==> config.mk <==
export PLATFORM = sky130hd
export DESIGN_NAME = decode_issue
export DESIGN_NICKNAME = d
export VERILOG_FILES = /design/src/rtl/decode_pkg.sv /design/src/rtl/decode_issue_scoreboard.sv /design/src/rtl/decode_issue.sv
export SDC_FILE = /design/constraint.sdc
export NUM_CORES = 1
export LEC_CHECK = 0
export ABC_AREA = 0
export ABC_CLOCK_PERIOD_IN_PS = 4000
export BUFFER_PORTS_ARGS = -buffer_cell sky130_fd_sc_hd__buf_2
export CAP_MARGIN = 25
export CORE_ASPECT_RATIO = 0.5
export CORE_MARGIN = 2
export CORE_UTILIZATION = 53
export CTS_CLUSTER_SIZE = 25
export DETAILED_ROUTE_END_ITERATION = 8
export PLACE_DENSITY_LB_ADDON = 0.1
export SETUP_SLACK_MARGIN = 0.15
export SLEW_MARGIN = 0
export SYNTH_ARGS = -nofsm -noshare
export SYNTH_HDL_FRONTEND = slang
export SYNTH_HIERARCHICAL = 1
export SYNTH_SLANG_ARGS = --single-unit
==> constraint.sdc <==
create_clock -name clk -period 4 [get_ports clk]
set_input_delay 0.8 -clock clk [delete_from_list [all_inputs] [get_ports clk]]
set_output_delay 0.8 -clock clk [all_outputs]
set_load 0.005 [all_outputs]
==> src/rtl/decode_pkg.sv <==
// decode_pkg: opcodes, ALU codes, immediate formats and decode
// helpers shared by the decode/issue stage.
package decode_pkg;

    localparam int RW = 5;

    localparam logic [6:0] OPC_LUI    = 7'b0110111;
    localparam logic [6:0] OPC_AUIPC  = 7'b0010111;
    localparam logic [6:0] OPC_JAL    = 7'b1101111;
    localparam logic [6:0] OPC_JALR   = 7'b1100111;
    localparam logic [6:0] OPC_BRANCH = 7'b1100011;
    localparam logic [6:0] OPC_LOAD   = 7'b0000011;
    localparam logic [6:0] OPC_STORE  = 7'b0100011;
    localparam logic [6:0] OPC_OP_IMM = 7'b0010011;
    localparam logic [6:0] OPC_OP     = 7'b0110011;

    typedef enum logic [3:0] {
        ALU_ADD,
        ALU_SUB,
        ALU_SLL,
        ALU_SLT,
        ALU_SLTU,
        ALU_XOR,
        ALU_SRL,
        ALU_SRA,
        ALU_OR,
        ALU_AND,
        ALU_PASS
    } alu_op_t;

    typedef enum logic [2:0] {
        IMM_NONE,
        IMM_I,
        IMM_S,
        IMM_B,
        IMM_U,
        IMM_J
    } imm_fmt_t;

    typedef enum logic {
        EMPTY,
        HELD
    } stage_state_t;

    localparam int CTRL_JUMP   = 0;
    localparam int CTRL_BRANCH = 1;
    localparam int CTRL_STORE  = 2;
    localparam int CTRL_LOAD   = 3;

    // alt selects SUB/SRA; callers mask it for OP_IMM
    function automatic alu_op_t alu_from_f3(
        input logic [2:0] f3,
        input logic       alt
    );
        alu_op_t op;
        unique case (f3)
            3'd0:    op = alt ? ALU_SUB : ALU_ADD;
            3'd1:    op = ALU_SLL;
            3'd2:    op = ALU_SLT;
            3'd3:    op = ALU_SLTU;
            3'd4:    op = ALU_XOR;
            3'd5:    op = alt ? ALU_SRA : ALU_SRL;
            3'd6:    op = ALU_OR;
            default: op = ALU_AND;
        endcase
        return op;
    endfunction

    function automatic logic [31:0] gen_imm(
        input logic [31:0] i,
        input imm_fmt_t    f
    );
        logic [31:0] v;
        unique case (f)
            IMM_I:   v = {{20{i[31]}}, i[31:20]};
            IMM_S:   v = {{20{i[31]}}, i[31:25], i[11:7]};
            IMM_B:   v = {{19{i[31]}}, i[31], i[7],
                          i[30:25], i[11:8], 1'b0};
            IMM_U:   v = {i[31:12], 12'b0};
            IMM_J:   v = {{11{i[31]}}, i[31], i[19:12],
                          i[20], i[30:21], 1'b0};
            default: v = '0;
        endcase
        return v;
    endfunction

endpackage

==> src/rtl/decode_issue_scoreboard.sv <==
// decode_issue_scoreboard: one busy bit per register, x0 never busy.
// Set at issue, cleared at writeback; set wins on a collision.
module decode_issue_scoreboard
    import decode_pkg::*;
#(
    parameter int NREGS = 32
) (
    input  logic          clk,
    input  logic          rst_n,
    input  logic          set_en,
    input  logic [RW-1:0] set_idx,
    input  logic          clr_en,
    input  logic [RW-1:0] clr_idx,
    input  logic [RW-1:0] rd_a,
    input  logic [RW-1:0] rd_b,
    input  logic [RW-1:0] rd_c,
    output logic          busy_a,
    output logic          busy_b,
    output logic          busy_c
);

    logic [NREGS-1:1] busy;
    logic [NREGS-1:0] busy_full;

    assign busy_full = {busy, 1'b0};

    always_ff @(posedge clk) begin
        if (!rst_n) begin
            busy <= '0;
        end else begin
            for (int i = 1; i < NREGS; i++) begin
                if (set_en && int'(set_idx) == i)
                    busy[i] <= 1'b1;
                else if (clr_en && int'(clr_idx) == i)
                    busy[i] <= 1'b0;
            end
        end
    end

    assign busy_a = busy_full[rd_a];
    assign busy_b = busy_full[rd_b];
    assign busy_c = busy_full[rd_c];

endmodule

==> src/rtl/decode_issue.sv <==
// decode_issue: holds one fetched instruction, decodes it and issues
// operands to execute once the scoreboard shows no RAW/WAW hazard.
module decode_issue
    import decode_pkg::*;
#(
    parameter int XLEN  = 32,
    parameter int NREGS = 32
) (
    input  logic            clk,
    input  logic            rst_n,
    input  logic            in_valid,
    output logic            in_ready,
    input  logic [31:0]     in_instr,
    input  logic [XLEN-1:0] in_pc,
    output logic [RW-1:0]   rs1,
    output logic [RW-1:0]   rs2,
    input  logic [XLEN-1:0] rs1_out,
    input  logic [XLEN-1:0] rs2_out,
    input  logic            wb_valid,
    input  logic [RW-1:0]   wb_rd,
    output logic            out_valid,
    input  logic            out_ready,
    output logic [XLEN-1:0] out_pc,
    output logic [XLEN-1:0] out_op1,
    output logic [XLEN-1:0] out_op2,
    output logic [XLEN-1:0] out_imm,
    output logic [RW-1:0]   out_rd,
    output logic            out_wen,
    output logic [3:0]      out_alu_op,
    output logic [3:0]      out_ctrl,
    output logic            out_illegal
);

    stage_state_t    state;
    logic [31:0]     held_instr;
    logic [XLEN-1:0] held_pc;

    logic [6:0]    opcode;
    logic [2:0]    funct3;
    logic [RW-1:0] rd;

    assign opcode = held_instr[6:0];
    assign funct3 = held_instr[14:12];
    assign rd     = held_instr[11:7];
    assign rs1    = held_instr[19:15];
    assign rs2    = held_instr[24:20];

    logic     uses_rs1;
    logic     uses_rs2;
    logic     writes_rd;
    logic     illegal;
    imm_fmt_t imm_fmt;
    alu_op_t  alu_op;
    logic [3:0] ctrl;

    always_comb begin
        uses_rs1  = 1'b0;
        uses_rs2  = 1'b0;
        writes_rd = 1'b0;
        illegal   = 1'b0;
        imm_fmt   = IMM_NONE;
        alu_op    = ALU_ADD;
        ctrl      = '0;
        unique case (1'b1)
            (opcode == OPC_LUI): begin
                writes_rd = 1'b1;
                imm_fmt   = IMM_U;
                alu_op    = ALU_PASS;
            end
            (opcode == OPC_AUIPC): begin
                writes_rd = 1'b1;
                imm_fmt   = IMM_U;
            end
            (opcode == OPC_JAL): begin
                writes_rd       = 1'b1;
                imm_fmt         = IMM_J;
                ctrl[CTRL_JUMP] = 1'b1;
            end
            (opcode == OPC_JALR): begin
                uses_rs1        = 1'b1;
                writes_rd       = 1'b1;
                imm_fmt         = IMM_I;
                ctrl[CTRL_JUMP] = 1'b1;
            end
            (opcode == OPC_BRANCH): begin
                uses_rs1          = 1'b1;
                uses_rs2          = 1'b1;
                imm_fmt           = IMM_B;
                ctrl[CTRL_BRANCH] = 1'b1;
                unique case (funct3[2:1])
                    2'b10:   alu_op = ALU_SLT;
                    2'b11:   alu_op = ALU_SLTU;
                    default: alu_op = ALU_SUB;
                endcase
            end
            (opcode == OPC_LOAD): begin
                uses_rs1        = 1'b1;
                writes_rd       = 1'b1;
                imm_fmt         = IMM_I;
                ctrl[CTRL_LOAD] = 1'b1;
            end
            (opcode == OPC_STORE): begin
                uses_rs1         = 1'b1;
                uses_rs2         = 1'b1;
                imm_fmt          = IMM_S;
                ctrl[CTRL_STORE] = 1'b1;
            end
            (opcode == OPC_OP_IMM): begin
                uses_rs1  = 1'b1;
                writes_rd = 1'b1;
                imm_fmt   = IMM_I;
                alu_op    = alu_from_f3(funct3,
                    held_instr[30] & (funct3 == 3'd5));
            end
            (opcode == OPC_OP): begin
                uses_rs1  = 1'b1;
                uses_rs2  = 1'b1;
                writes_rd = 1'b1;
                alu_op    = alu_from_f3(funct3, held_instr[30]);
            end
            default: illegal = 1'b1;
        endcase
    end

    logic            wen;
    logic [XLEN-1:0] imm;

    assign wen = writes_rd & (rd != '0);
    assign imm = XLEN'($signed(gen_imm(held_instr, imm_fmt)));

    logic busy_a;
    logic busy_b;
    logic busy_c;
    logic hazard;
    logic issue;
    logic accept;

    decode_issue_scoreboard #(
        .NREGS(NREGS)
    ) u_sb (
        .clk    (clk),
        .rst_n  (rst_n),
        .set_en (issue & wen),
        .set_idx(rd),
        .clr_en (wb_valid),
        .clr_idx(wb_rd),
        .rd_a   (rs1),
        .rd_b   (rs2),
        .rd_c   (rd),
        .busy_a (busy_a),
        .busy_b (busy_b),
        .busy_c (busy_c)
    );

    assign hazard = (busy_a & uses_rs1)
                  | (busy_b & uses_rs2)
                  | (busy_c & wen);
    assign issue  = (state == HELD) & ~hazard
                  & (~out_valid | out_ready);
    assign in_ready = (state == EMPTY) | issue;
    assign accept   = in_valid & in_ready;

    always_ff @(posedge clk) begin
        if (!rst_n) begin
            state       <= EMPTY;
            held_instr  <= '0;
            held_pc     <= '0;
            out_valid   <= 1'b0;
            out_pc      <= '0;
            out_op1     <= '0;
            out_op2     <= '0;
            out_imm     <= '0;
            out_rd      <= '0;
            out_wen     <= 1'b0;
            out_alu_op  <= '0;
            out_ctrl    <= '0;
            out_illegal <= 1'b0;
        end else begin
            unique case (state)
                EMPTY: if (accept) state <= HELD;
                HELD:  if (issue && !accept) state <= EMPTY;
            endcase
            if (accept) begin
                held_instr <= in_instr;
                held_pc    <= in_pc;
            end
            if (issue) begin
                out_valid   <= 1'b1;
                out_pc      <= held_pc;
                out_op1     <= uses_rs1 ? rs1_out : '0;
                out_op2     <= uses_rs2 ? rs2_out : '0;
                out_imm     <= imm;
                out_rd      <= writes_rd ? rd : '0;
                out_wen     <= wen;
                out_alu_op  <= alu_op;
                out_ctrl    <= ctrl;
                out_illegal <= illegal;
            end else if (out_ready) begin
                out_valid <= 1'b0;
            end
        end
    end

endmodule

* Word-level counts from Yosys, hierarchy flattened
Cells that the tools add are included.
** Word-level totals
- Register bits :: 240
- Input port bits :: 138
- Word-level logic and storage cells :: 346
** Operators by class
- Order comparisons :: 3
- Equality and inequality tests :: 84
- Muxes and demuxes :: 94
- Bitwise operators :: 16
- Reductions and logical operators :: 105
** Operator list (count)
- 5-bit == test (second input constant) :: 32
- 32-bit case mux with 5 select lines :: 1
- 1-bit 2-to-1 mux :: 81
- 5-bit by 4-bit == test with 1-bit output (second input constant) :: 16
- 32-bit 2-to-1 mux :: 2
- 2-bit nonzero test :: 32
- 1-bit logical AND :: 63
- 4-bit case mux with 7 select lines :: 2
- 5-bit by 3-bit == test with 1-bit output (second input constant) :: 8
- 7-bit by 6-bit == test with 1-bit output (second input constant) :: 3
- 7-bit == test (second input constant) :: 3
- 5-bit by 2-bit == test with 1-bit output (second input constant) :: 4
- 5-bit by 6-bit < comparator with 1-bit output (second input constant) :: 3
- 4-bit case mux with 4 select lines :: 1
- 1-bit binary-select mux with 5-bit select :: 3
- 3-bit == test (second input constant) :: 5
- 3-bit case mux with 5 select lines :: 1
- 7-bit by 5-bit == test with 1-bit output (second input constant) :: 2
- 3-bit by 2-bit == test with 1-bit output (second input constant) :: 4
- 5-bit by 1-bit == test with 1-bit output (second input constant) :: 2
- 1-bit bitwise AND :: 9
- 9-bit OR reduction :: 1
- 7-bit by 2-bit == test with 1-bit output (second input constant) :: 1
- 7-bit OR reduction :: 1
- other kinds (13) :: 22

* Depth between registers and ports, before layout
- Depth after elaboration :: 15
- Depth in mapped cells :: 16
- Gate-level depth less buffers :: 12

* By module
Netlist, hierarchy kept.
** Modules (own cells, without submodules)
- decode_issue :: times used 1, cells each 934, area an instance 8752.1 um^2, seq. area each 4184.0 um^2
- decode_issue_scoreboard :: times used 1, cells each 234, area an instance 2214.6 um^2, seq. area each 620.6 um^2

* Least setup slack after synthesis
No wires, ideal clock.
- Path kind :: reg2reg
- Start point :: register held_instr[20]
- End point :: register u_sb/busy[13] (netlist name)
- Library setup time :: 76 ps
- Arrival time :: 3514 ps
- Setup slack :: 410 ps
- Cell stages (with the launch flop) :: 16
- Path buffers :: 4
- Period minus slack after synthesis :: 3590 ps
- Cell sequence :: dfxtp_1 -> buf_2 -> mux4_2 -> and4b_1 -> or4_1 -> nand4_1 -> and4_1 -> clkbuf_1 -> nand2_1 -> buf_2 -> buf_4 -> nor2_1 -> nand2b_1 -> nor3b_1 -> nand3_1 -> a21boi_0
** On the way
- Longest elaborated chain between the ends :: 11
** Ends and longest elaborated chain
- from (decl) :: line decode_issue.sv:35 : logic [31:0] held_instr;
- from (signal assigned) :: line decode_issue.sv:184 : held_instr <= in_instr;
- 1-bit binary-select mux with 5-bit select * :: line decode_issue_scoreboard.sv:41 : assign busy_b = busy_full[rd_b];
- 1-bit 2-to-1 mux (not written as such) * :: line decode_issue_scoreboard.sv:41
- via busy_b :: line decode_issue.sv:132 : logic busy_b;
- 1-bit bitwise AND * :: line decode_issue.sv:156 : | (busy_b & uses_rs2)
- 1-bit OR * :: line decode_issue.sv:156
- 1-bit OR * :: line decode_issue.sv:157 : | (busy_c & wen);
- 1-bit inverter * :: line decode_issue.sv:158 : assign issue = (state == HELD) & ~hazard
- 1-bit bitwise AND * :: line decode_issue.sv:158
- 1-bit bitwise AND * :: line decode_issue.sv:159 : & (~out_valid | out_ready);
- 1-bit bitwise AND * :: line decode_issue.sv:143 : .set_en (issue & wen),
- 1-bit logical AND * :: line decode_issue_scoreboard.sv:32 : if (set_en && int'(set_idx) == i)
- 1-bit 2-to-1 mux or 2-bit nonzero test (tied branches)
- to (signal assigned) :: line decode_issue_scoreboard.sv:29 : busy <= '0;
- to (signal, indexed assignment) :: line decode_issue_scoreboard.sv:33 : busy[i] <= 1'b1;
- to (signal, indexed assignment) :: line decode_issue_scoreboard.sv:35 : busy[i] <= 1'b0;
- to (decl) :: line decode_issue_scoreboard.sv:22 : logic [NREGS-1:1] busy;
Mark *: on every way through the listed nets, which the timed path passes. The rest lies on a longest branch. The select of a mux whose other input is x is not followed.
A chain may end at the register's enable or synchronous reset.

* Worst setup path after layout
- Start point :: register held_instr[16]
- End point :: output port in_ready
** On the way
- Longest elaborated chain between the ends :: 9
** Ends and longest elaborated chain
- 1-bit binary-select mux with 5-bit select :: line decode_issue_scoreboard.sv:40 : assign busy_a = busy_full[rd_a];
- 1-bit 2-to-1 mux (not written as such) :: line decode_issue_scoreboard.sv:40
- via busy_a :: line decode_issue.sv:131 : logic busy_a;
- 1-bit bitwise AND :: line decode_issue.sv:155 : assign hazard = (busy_a & uses_rs1)
- 1-bit OR :: line decode_issue.sv:156
- 1-bit OR :: line decode_issue.sv:157
- 1-bit inverter :: line decode_issue.sv:158
- 1-bit bitwise AND :: line decode_issue.sv:158
- 1-bit bitwise AND :: line decode_issue.sv:159
- 1-bit OR :: line decode_issue.sv:160 : assign in_ready = (state == EMPTY) | issue;
- to (decl) :: line decode_issue.sv:12 : output logic in_ready,
The timed path passes the listed nets, and every way through them passes these cells. The select of a mux whose other input is x is not followed.

==> impl_metrics.json <==
{
  "final_core_util_pct": 65.30,
  "cp_num_buf_inv": 2,
  "synth.net_count": 1306,
  "antenna_found_initial": 1,
  "via_per_inst": 5.605,
  "drt_iter0_markers": 729,
  "coreArea_mm2": 0.02042,
  "clkSinkCount": 240,
  "endpoint_kind": "output port",
  "final_nets": 1550,
  "clock.fmax_mhz": 264.7,
  "tritoncts": "built",
  "clk_latency_ps": 530,
  "synth_area_per_cell_um2": 9.389,
  "drive_gt1_share_pct": 28.85,
  "vdd_drop_max_uv": 278.2,
  "reg2reg_to": "u_sb/busy[13]",
  "grt_max_degree": 136,
  "yosys.area.top_type": "dfxtp_1",
  "hold_path_end": "out_imm[10]",
  "ys_async_sr_fraction_pct": 0,
  "row_count": 37,
  "hold_class": "flip-flop to flip-flop",
  "hold_depth": 2,
  "grt_pass1_vias": 9142,
  "regArea_mm2": 0.004818,
  "hold_ws_ps": 457.1,
  "ys_ff_latch": 240,
  "p_per_area_mw_per_mm2": 399.8,
  "ys_dominant_reg_cell": "dfxtp_1",
  "dpl.hpwl_um": 21680,
  "grt_pass1_wl_um": 48400,
  "yosys_warnings": 6,
  "dieWidth_um": 207.4,
  "final_common_cell": "nand2_1",
  "drtPass1Iterations": 6,
  "htree_levels": 1,
  "fin_ws_ps": 222.0,
  "synth.area.top_cells": "dfxtp_1 (44%), mux2i_1 (16%), nand2_1 (12%)",
  "cp_cell_sequence": "mux4_2 > nand4_1 > nand4_1 > or4_4 > o211ai_1 > nand4_1 > buf_6 > o21ai_2 > buf_2",
  "r2r_setup_slack_ps": 430,
  "path_class": "flip-flop to output port",
  "cts_hold_buf": 0,
  "clock_path_buffers": 3,
  "clock-root-buffer": "clkbuf_16",
  "holdCritStartpoint": "out_imm[10]",
  "crit_family": "simple AND/OR/NAND/NOR gates",
  "port_buffers": 292,
  "finalWirelength_um": 30770,
  "worst-endpoint-required_ps": 3200,
  "final_cells": 1702,
  "syn-cell-area_mm2": 0.01097,
  "ys_types": 61,
  "timing.rr.start": "held_instr[16]",
  "cp.arrival_ps": 2980,
  "gp_congestion": 0.9452,
  "syn_to_final_growth_pct": 21.56,
  "die-area_mm2": 0.02193,
  "min_period_ps": 3778,
  "synth_edf_count": 0,
  "initial_utilization_pct": 53.72,
  "fillers": 1729,
  "cp_common_cell": "nand4_1",
  "fin_area_mm2": 0.01333,
  "outcome": "finished, final reports clean",
  "timing.final.crit_share_pct": 94.45,
  "synth_top_cell_area_share_pct": 43.81,
  "place_ws_ps": 415.8,
  "cts.clk_slew.worst_paths_ps": 70,
  "finalClockSkew_ps": 10.48,
  "vias": 9540,
  "cts_made_buffers": 22,
  "setup-tns-final_ps": 0,
  "ant_nets": 0,
  "final_max_slew_viol_count": 0,
  "grt_overflow_total": 0,
  "setup_violations": 0,
  "dpl_cell_area_mm2": 0.01249,
  "hold_viol_final": 0,
  "multi_input_area_mm2": 0.005605,
  "slew_headroom_pct": 33.42,
  "mostFrequentLayoutCells": "nand2_1 (355), buf_2 (291), dfxtp_1 (235)",
  "finalPower_mw": 5.330,
  "start_kind": "flip-flop",
  "worst_pin_slew_ps": 998.6,
  "io_pins": 293,
  "wl_per_cell_um": 18.08,
  "cp_slowest_cell": "or4_4",
  "ff2ff_path_depth": 13,
  "cp_max_fo": 7,
  "power.leakage_nw": 5.998,
  "track_usage_pct": 27.22,
  "seq_area_frac_synth_pct": 43.81,
  "rsz0062_at_grt": "false",
  "synthCells": 1168,
  "cap_violations": 0,
  "die_h_um": 105.7,
  "cpPeakStageDelay_ps": 550,
  "remaining_drc_errors": 0,
  "placed_cells": 1657
}
where the power goes:
group	internal (mW)	switching (mW)	total, mW	leakage (nW)
sequential	2.45	0.0677	2.51	1.95
clock	1.35	0.977	2.33	0.395
combinational	0.227	0.262	0.489	3.65
registers in the layout, summed over array words and instances (netlist names), 4 cells and up:
signal and flops:
out_ctrl 4, held_instr 32, held_pc 32, out_rd 5
out_op1 32, out_alu_op 4, out_op2 32, u_sb/busy 31
out_pc 32, out_imm 32
worst max path at each step:
stage,start,to,slack [ps],cells after the start
after floorplan,held_instr[20],u_sb/busy[13],410,15
after global placement,held_instr[16],held_instr[21],510,11
after detailed placement,held_instr[16],u_sb/busy[13],420,12
after CTS,held_instr[16],in_ready,160,9
after global routing,held_instr[21],in_ready,110,9
final,held_instr[16],in_ready,220,9
synthesized netlist by cell type, types with 4 or more instances:
master and count:
o2bb2ai_1 7, a211oi_1 5, o2bb2ai_2 20, buf_2 13, nand2b_1 6, nor2_1 14
mux4_1 12, nand4_1 11, inv_1 5, buf_4 20, nor3_1 4, a21oi_1 30
clkbuf_1 49, o21ai_0 42, mux4_2 9, mux2i_1 177, nor4bb_1 4, buf_6 9
nand3_1 18, nand3b_1 4, nor2b_1 13, a21boi_0 31, nand2_1 356, dfxtp_1 240
a22oi_1 5, o211ai_1 4
worst reg2reg max path, cell delays in order (launching register included):
cell and delay, ps:
dfxtp_4 410, mux4_2 510, nand4_1 100, nand4_1 120, or4_4 550, o211ai_1 160, buf_4 160, and4_1 240
nand2_4 80, nor2_1 290, nand2b_1 170, nor3b_1 420, nand3_1 130, a21boi_0 160
kinds of logic after synthesis:
family	share of synthesized area [%]
compound gates	12.01
buf+inv	5.328
flops	43.81
mux	21.19
simple gates	17.66
layout make-up:
class	instances	area share (%)
multi-input combinational	824	42.05
inverter	6	0.1689
timing repair buffer	318	13.11
clock inverter	14	1.408
tap	273	2.562
clock buffer	26	4.542
antenna	1	0.01877
sequential	240	36.14
layer usage:
layer	global-route usage, %	wire length [um]	up-vias
met1	35.09	13100	4583
met5	0	0	-
li1	-	-	4556
met2	46.02	14750	319
met4	9.184	978	0
met3	5.364	1943	82
timing repair:
item,in CTS,in global routing
pin swaps,0,3
endpoints found under the hold margin,0,0
gates resized for setup,6,11
endpoints found under the setup margin,1,1
setup buffers,0,4
No activity file was read; power rests on OpenSTA's default activity.
